`config.mk`:
```
export PLATFORM = sky130hd
export DESIGN_NAME = fetch_stage
export DESIGN_NICKNAME = d
export VERILOG_FILES = /design/src/rtl/mips_defs.sv /design/src/rtl/pc_next_sel.sv /design/src/rtl/fetch_stage.sv
export SDC_FILE = /design/constraint.sdc
export NUM_CORES = 1
export LEC_CHECK = 0
export ABC_AREA = 1
export BUFFER_PORTS_ARGS = -buffer_cell sky130_fd_sc_hd__buf_4
export CAP_MARGIN = 40
export CORE_AREA = 2 2 184 186
export CTS_CLUSTER_DIAMETER = 40
export DETAILED_ROUTE_END_ITERATION = 16
export DIE_AREA = 0 0 186 188
export SLEW_MARGIN = 10
export SYNTH_ARGS = -nofsm -noshare
export SYNTH_HDL_FRONTEND = slang
export SYNTH_SLANG_ARGS = --single-unit
```
`constraint.sdc`:
```
create_clock -name clk -period 2.47 [get_ports clk]
set_input_delay 0.3705 -clock clk [delete_from_list [all_inputs] [get_ports clk]]
set_output_delay 0.3705 -clock clk [all_outputs]
set_load 0.01 [all_outputs]
```
`src/rtl/mips_defs.sv`:
```
// Shared MIPS front-end constants: reset vector default, primary opcodes and the canonical NOP.
package mips_defs;

  localparam int          XLEN         = 32;
  localparam logic [31:0] RESET_PC_DEF = 32'h0000_0000;
  localparam logic [31:0] NOP_INSTR    = 32'h0000_0000;

  localparam logic [5:0] OP_RTYPE = 6'h00;
  localparam logic [5:0] OP_J     = 6'h02;
  localparam logic [5:0] OP_BEQ   = 6'h04;
  localparam logic [5:0] OP_ADDI  = 6'h08;
  localparam logic [5:0] OP_LW    = 6'h23;
  localparam logic [5:0] OP_SW    = 6'h2B;

  typedef enum logic [1:0] {
    PC_HOLD     = 2'd0,
    PC_REDIRECT = 2'd1,
    PC_SEQ      = 2'd2
  } pc_sel_e;

endpackage

```
`src/rtl/pc_next_sel.sv`:
```
// Branch/jump target computation and next-PC priority mux (hold > redirect > pc+4).
module pc_next_sel
  import mips_defs::*;
(
  input  logic [31:0] pc_f,
  input  logic [31:0] pc_plus4_d,
  input  logic [25:0] target_field,
  input  logic        valid_d,
  input  logic        stall,
  input  logic        branch_d,
  input  logic        jump_d,
  input  logic        equal_d,
  output logic [31:0] pc_next,
  output logic [31:0] pc_f_plus4,
  output logic        redirect
);

  logic [31:0] br_tgt;
  logic [31:0] j_tgt;
  logic [31:0] redir_tgt;
  pc_sel_e     pc_sel;

  always_comb begin
    pc_f_plus4 = pc_f + 32'd4;
    br_tgt     = pc_plus4_d + {{14{target_field[15]}}, target_field[15:0], 2'b00};
    j_tgt      = {pc_plus4_d[31:28], target_field, 2'b00};
    // Jump wins when the decoder raises both.
    redir_tgt  = jump_d ? j_tgt : br_tgt;
    // A stalled branch must not redirect: equal_d may still be based on stale operands.
    redirect   = valid_d & ~stall & (jump_d | (branch_d & equal_d));

    pc_sel = PC_SEQ;
    if (stall)         pc_sel = PC_HOLD;
    else if (redirect) pc_sel = PC_REDIRECT;

    pc_next = pc_f_plus4;
    case (pc_sel)
      PC_HOLD:     pc_next = pc_f;
      PC_REDIRECT: pc_next = redir_tgt;
      default:     pc_next = pc_f_plus4;
    endcase
  end

endmodule

```
`src/rtl/fetch_stage.sv`:
```
// Instruction fetch: PC register, IF/ID pipeline register and redirect/squash control.
module fetch_stage
  import mips_defs::*;
#(
  parameter logic [31:0] RESET_PC = RESET_PC_DEF,
  parameter int          DATA_W   = XLEN
) (
  input  logic              clk,
  input  logic              resetn,
  output logic [DATA_W-1:0] inst_addr,
  input  logic [DATA_W-1:0] inst_rdata,
  input  logic              stall,
  input  logic              flush_d,
  input  logic              branch_d,
  input  logic              jump_d,
  input  logic              equal_d,
  output logic [DATA_W-1:0] instr_d,
  output logic [DATA_W-1:0] pc_d,
  output logic [DATA_W-1:0] pc_plus4_d,
  output logic              valid_d,
  output logic [5:0]        op_d,
  output logic [5:0]        funct_d,
  output logic [4:0]        rt_d,
  output logic              redirect
);

  logic [31:0] pc_f_q, pc_f_d;
  logic [31:0] ifid_instr_q, ifid_instr_d;
  logic [31:0] ifid_pc_q, ifid_pc_d;
  logic [31:0] ifid_pc4_q, ifid_pc4_d;
  logic        ifid_valid_q, ifid_valid_d;
  logic [31:0] pc_f_plus4;

  pc_next_sel u_pc_next_sel (
    .pc_f         (pc_f_q),
    .pc_plus4_d   (ifid_pc4_q),
    .target_field (ifid_instr_q[25:0]),
    .valid_d      (ifid_valid_q),
    .stall        (stall),
    .branch_d     (branch_d),
    .jump_d       (jump_d),
    .equal_d      (equal_d),
    .pc_next      (pc_f_d),
    .pc_f_plus4   (pc_f_plus4),
    .redirect     (redirect)
  );

  // flush_d beats stall; a redirect squashes the sequential wrong-path word.
  always_comb begin
    ifid_instr_d = ifid_instr_q;
    ifid_pc_d    = ifid_pc_q;
    ifid_pc4_d   = ifid_pc4_q;
    ifid_valid_d = ifid_valid_q;
    if (flush_d || (!stall && redirect)) begin
      ifid_instr_d = NOP_INSTR;
      ifid_pc_d    = 32'h0;
      ifid_pc4_d   = 32'h0;
      ifid_valid_d = 1'b0;
    end else if (!stall) begin
      ifid_instr_d = inst_rdata;
      ifid_pc_d    = pc_f_q;
      ifid_pc4_d   = pc_f_plus4;
      ifid_valid_d = 1'b1;
    end
  end

  always_ff @(posedge clk or negedge resetn) begin
    if (!resetn) begin
      pc_f_q       <= RESET_PC;
      ifid_instr_q <= NOP_INSTR;
      ifid_pc_q    <= 32'h0;
      ifid_pc4_q   <= 32'h0;
      ifid_valid_q <= 1'b0;
    end else begin
      pc_f_q       <= pc_f_d;
      ifid_instr_q <= ifid_instr_d;
      ifid_pc_q    <= ifid_pc_d;
      ifid_pc4_q   <= ifid_pc4_d;
      ifid_valid_q <= ifid_valid_d;
    end
  end

  assign inst_addr  = pc_f_q;
  assign instr_d    = ifid_instr_q;
  assign pc_d       = ifid_pc_q;
  assign pc_plus4_d = ifid_pc4_q;
  assign valid_d    = ifid_valid_q;
  assign op_d       = ifid_instr_q[31:26];
  assign funct_d    = ifid_instr_q[5:0];
  assign rt_d       = ifid_instr_q[20:16];

endmodule

```
==> results.sh <==
export IMPL_status="finished, final reports clean"
export IMPL_fmax_mhz=421
export IMPL_multi_input_area_um2=4130
export IMPL_grt_pass1_wl_mm=48.4
export IMPL_diodes=0
export IMPL_min_period_over_period_pct=96.1
export IMPL_dieHeight_um=188
export IMPL_synthesis_area_um2=8160
export IMPL_max_vdd_ir_drop_mv=0.540
export IMPL_final_cell_mix="337 x nand2_1, 219 x buf_4, 151 x inv_1"
export IMPL_synthAdderAreaFrac_pct=4.84
export IMPL_finalSetupViolations=0
export IMPL_grt_start_max_net_pins=83
export IMPL_clk_latency_ps=430
export IMPL_fin_nets=1387
export IMPL_path_delay_family="simple AND/OR/NAND/NOR gates"
export IMPL_dp_slack_ps=125
export IMPL_place_gp_congestion=0.977
export IMPL_clock_sinks=127
export IMPL_hpwl_mm=25.4
export IMPL_syn_avg_cell_area_um2=7.25
export IMPL_route_detailed_wl_per_inst_um=18.1
export IMPL_final_area_um2=10800
export IMPL_worstPathArrival_ps=2690
export IMPL_cts_tree="done"
export IMPL_core_area_um2=33100
export IMPL_syn_num_nets=1196
export IMPL_die_area_um2=35000
export IMPL_boundaryPins=186
export IMPL_drc_errors=0
export IMPL_yosys_area_share_simple_pct=27.2
export IMPL_dpl_cell_area_um2=10200
export IMPL_power_density_nw_per_um2=699
export IMPL_grt_overflow=0
export IMPL_hold_path_class="in2reg"
export IMPL_clockRootBuffer="clkbuf_16"
export IMPL_htreeDepth=4
export IMPL_drtIter0Drc=723
export IMPL_die_w_um=186
export IMPL_yosys_warnings=0
export IMPL_startpoint="instr_d[0]"
export IMPL_post_cts_buffers=0
export IMPL_hold_path_startpoint="inst_rdata[6]"
export IMPL_cp_end_kind="register"
export IMPL_grt_usage_pct=18.4
export IMPL_leakage_nw=5.68
export IMPL_drtPass1Iterations=6
export IMPL_cp_required_ps=2780
export IMPL_synth_cell_types=40
export IMPL_vias_per_cell=4.77
export IMPL_synth_top_family_by_area="simple AND/OR/NAND/NOR gates"
export IMPL_cp_buffers_inverters=0
export IMPL_slowest_delay_ps=450
export IMPL_syn_inst=1126
export IMPL_synth_seq_area_share_pct=38.9
export IMPL_port_buffer_count=185
export IMPL_initial_core_util_pct=24.6
export IMPL_setup_worst_path_class="reg2reg"
export IMPL_maxSlewViolCount=0
export IMPL_antenna_found_initial=0
export IMPL_synth_xor_area_share_pct=3.22
export IMPL_yosys_mux_area_fraction_pct=0
export IMPL_cp_max_fo=6
export IMPL_final_util_pct=32.6
export IMPL_slew_headroom_pct=56.4
export IMPL_place_inst=1745
export IMPL_synth_compound_area_share_pct=15.1
export IMPL_fin_ws_ps=97.0
export IMPL_num_fill_cells=3590
export IMPL_fin_tns_setup_ps=0
export IMPL_cts_buffers=17
export IMPL_drtAntennaViolNets=0
export IMPL_layout_drive_gt1_share_pct=22.0
export IMPL_period_needed_ps=2370
export IMPL_regArea_um2=3180
export IMPL_hold_viol=0
export IMPL_clkTransAtPathRegs_ps=60
export IMPL_maxCapViolCount=0
export IMPL_layout_commonest_cell="nand2_1"
export IMPL_grt_pass1_vias=8084
export IMPL_finalClockSkew_ps=12.2
export IMPL_final_instance_count_excl_fill=1778
export IMPL_tightestPinTransition_ps=654
export IMPL_cpMaxStageDelayCell="fa_1"
export IMPL_drt_total_wl_mm=32.2
export IMPL_synth_seq_cells=127
export IMPL_rr_startpoint="instr_d[0]"
export IMPL_num_rows=67
export IMPL_vias=8475
export IMPL_area_delta_synth_final_pct=32.4
export IMPL_clk_path_buf_depth=2
export IMPL_cp_cell_sequence="ha_1 > fa_1 > nand3_1 > nand3_2 > nand3_1 > nand3_1 > nand2_1 > nand2_1 > nand2_1 > nand3_1 > nand2_1 > a21oi_1"
export IMPL_startpoint_type="register"
==> tightest hold or removal path, cell delays in order <==
cell	delay (ps)
buf_4	80
nand2_1	40
o21ai_0	50
==> cell type report <==
type                       count  share of cell area (%)
multi-input combinational    790                    38.2
timing repair buffer         224                    16.1
tap                          448                    5.19
sequential                   127                    29.4
inverter                     157                    5.45
clock buffer                  17                    3.94
clock inverter                15                    1.73
==> cells by family (layout without fill, tap and decap cells) <==
family          Yosys count  after routing
flops                   127            127
simple gates            517            517
xor+xnor                 30             30
buf+inv                 209            413
fa+ha+maj                31             31
compound gates          212            212
==> registers in the layout (all words and copies together), names as in the netlist <==
name        count
inst_addr      32
instr_d        32
pc_d           32
pc_plus4_d     30
valid_d         1
==> metrics by stage <==
step | hold WS [ps] | total power, mW
detailed placement | 240 | 4.93
global placement | 240 | 4.92
finish | 153 | 7.55
CTS | 142 | 7.60
global route | 134 | 7.95
floorplan | 74.9 | 3.80
==> synthesized netlist by cell type (all sizes together) <==
cell type	n	area share [%]
nor4	1	0.077
a221oi	1	0.11
a21oi	75	4.6
inv	156	7.2
a21boi	1	0.092
clkbuf	23	1.1
nand2	339	16
nand3	61	3.9
clkinv	1	0.046
o22ai	9	0.69
a21o	6	0.55
xnor2	4	0.43
o21ai	80	4.9
o211ai	1	0.092
dfrtp	127	39
nor3	19	1.7
fa	1	0.25
buf	29	2.3
and2	2	0.15
xor2	26	2.8
ha	30	4.6
o21bai	3	0.28
or2	4	0.31
a22oi	2	0.18
nor3b	2	0.31
nand4	10	0.77
o221ai	2	0.21
nand3b	2	0.18
nor2	77	4.1
a22o	32	3.4
==> final timing paths <==
path	depth (start not counted)	to	slack, ps
worst max-delay path	12	inst_addr[30]	100
worst min-delay path	3	instr_d[6]	150
worst max register to register	12	inst_addr[30]	100
worst min register to register	2	pc_d[21]	480
max in group asynchronous	3	pc_plus4_d[28]	1410
min in group asynchronous	2	pc_d[0]	330
==> power by group <==
| group | switching (mW) | total (mW) | internal (mW) |
|---|---|---|---|
| combinational | 1.29 | 2.16 | 0.873 |
| sequential | 0.390 | 2.74 | 2.35 |
| clock | 1.05 | 2.65 | 1.60 |
| total | 2.72 | 7.55 | 4.83 |
==> per-layer routing <==
metal	GRT usage (%)	routed length, um
met1	25.0	14000
met2	29.0	14700
met3	4.72	2880
met4	4.82	682
met5	0	0
==> what timing repair did <==
| action | CTS | global route |
|---|---|---|
| gates resized for setup | 0 | 3 |
| endpoints found under the setup margin | 0 | 9 |
| hold buffers | 1 | 0 |
| hold endpoints to repair | 12 | 0 |
Power figures use the tool's default switching activity.
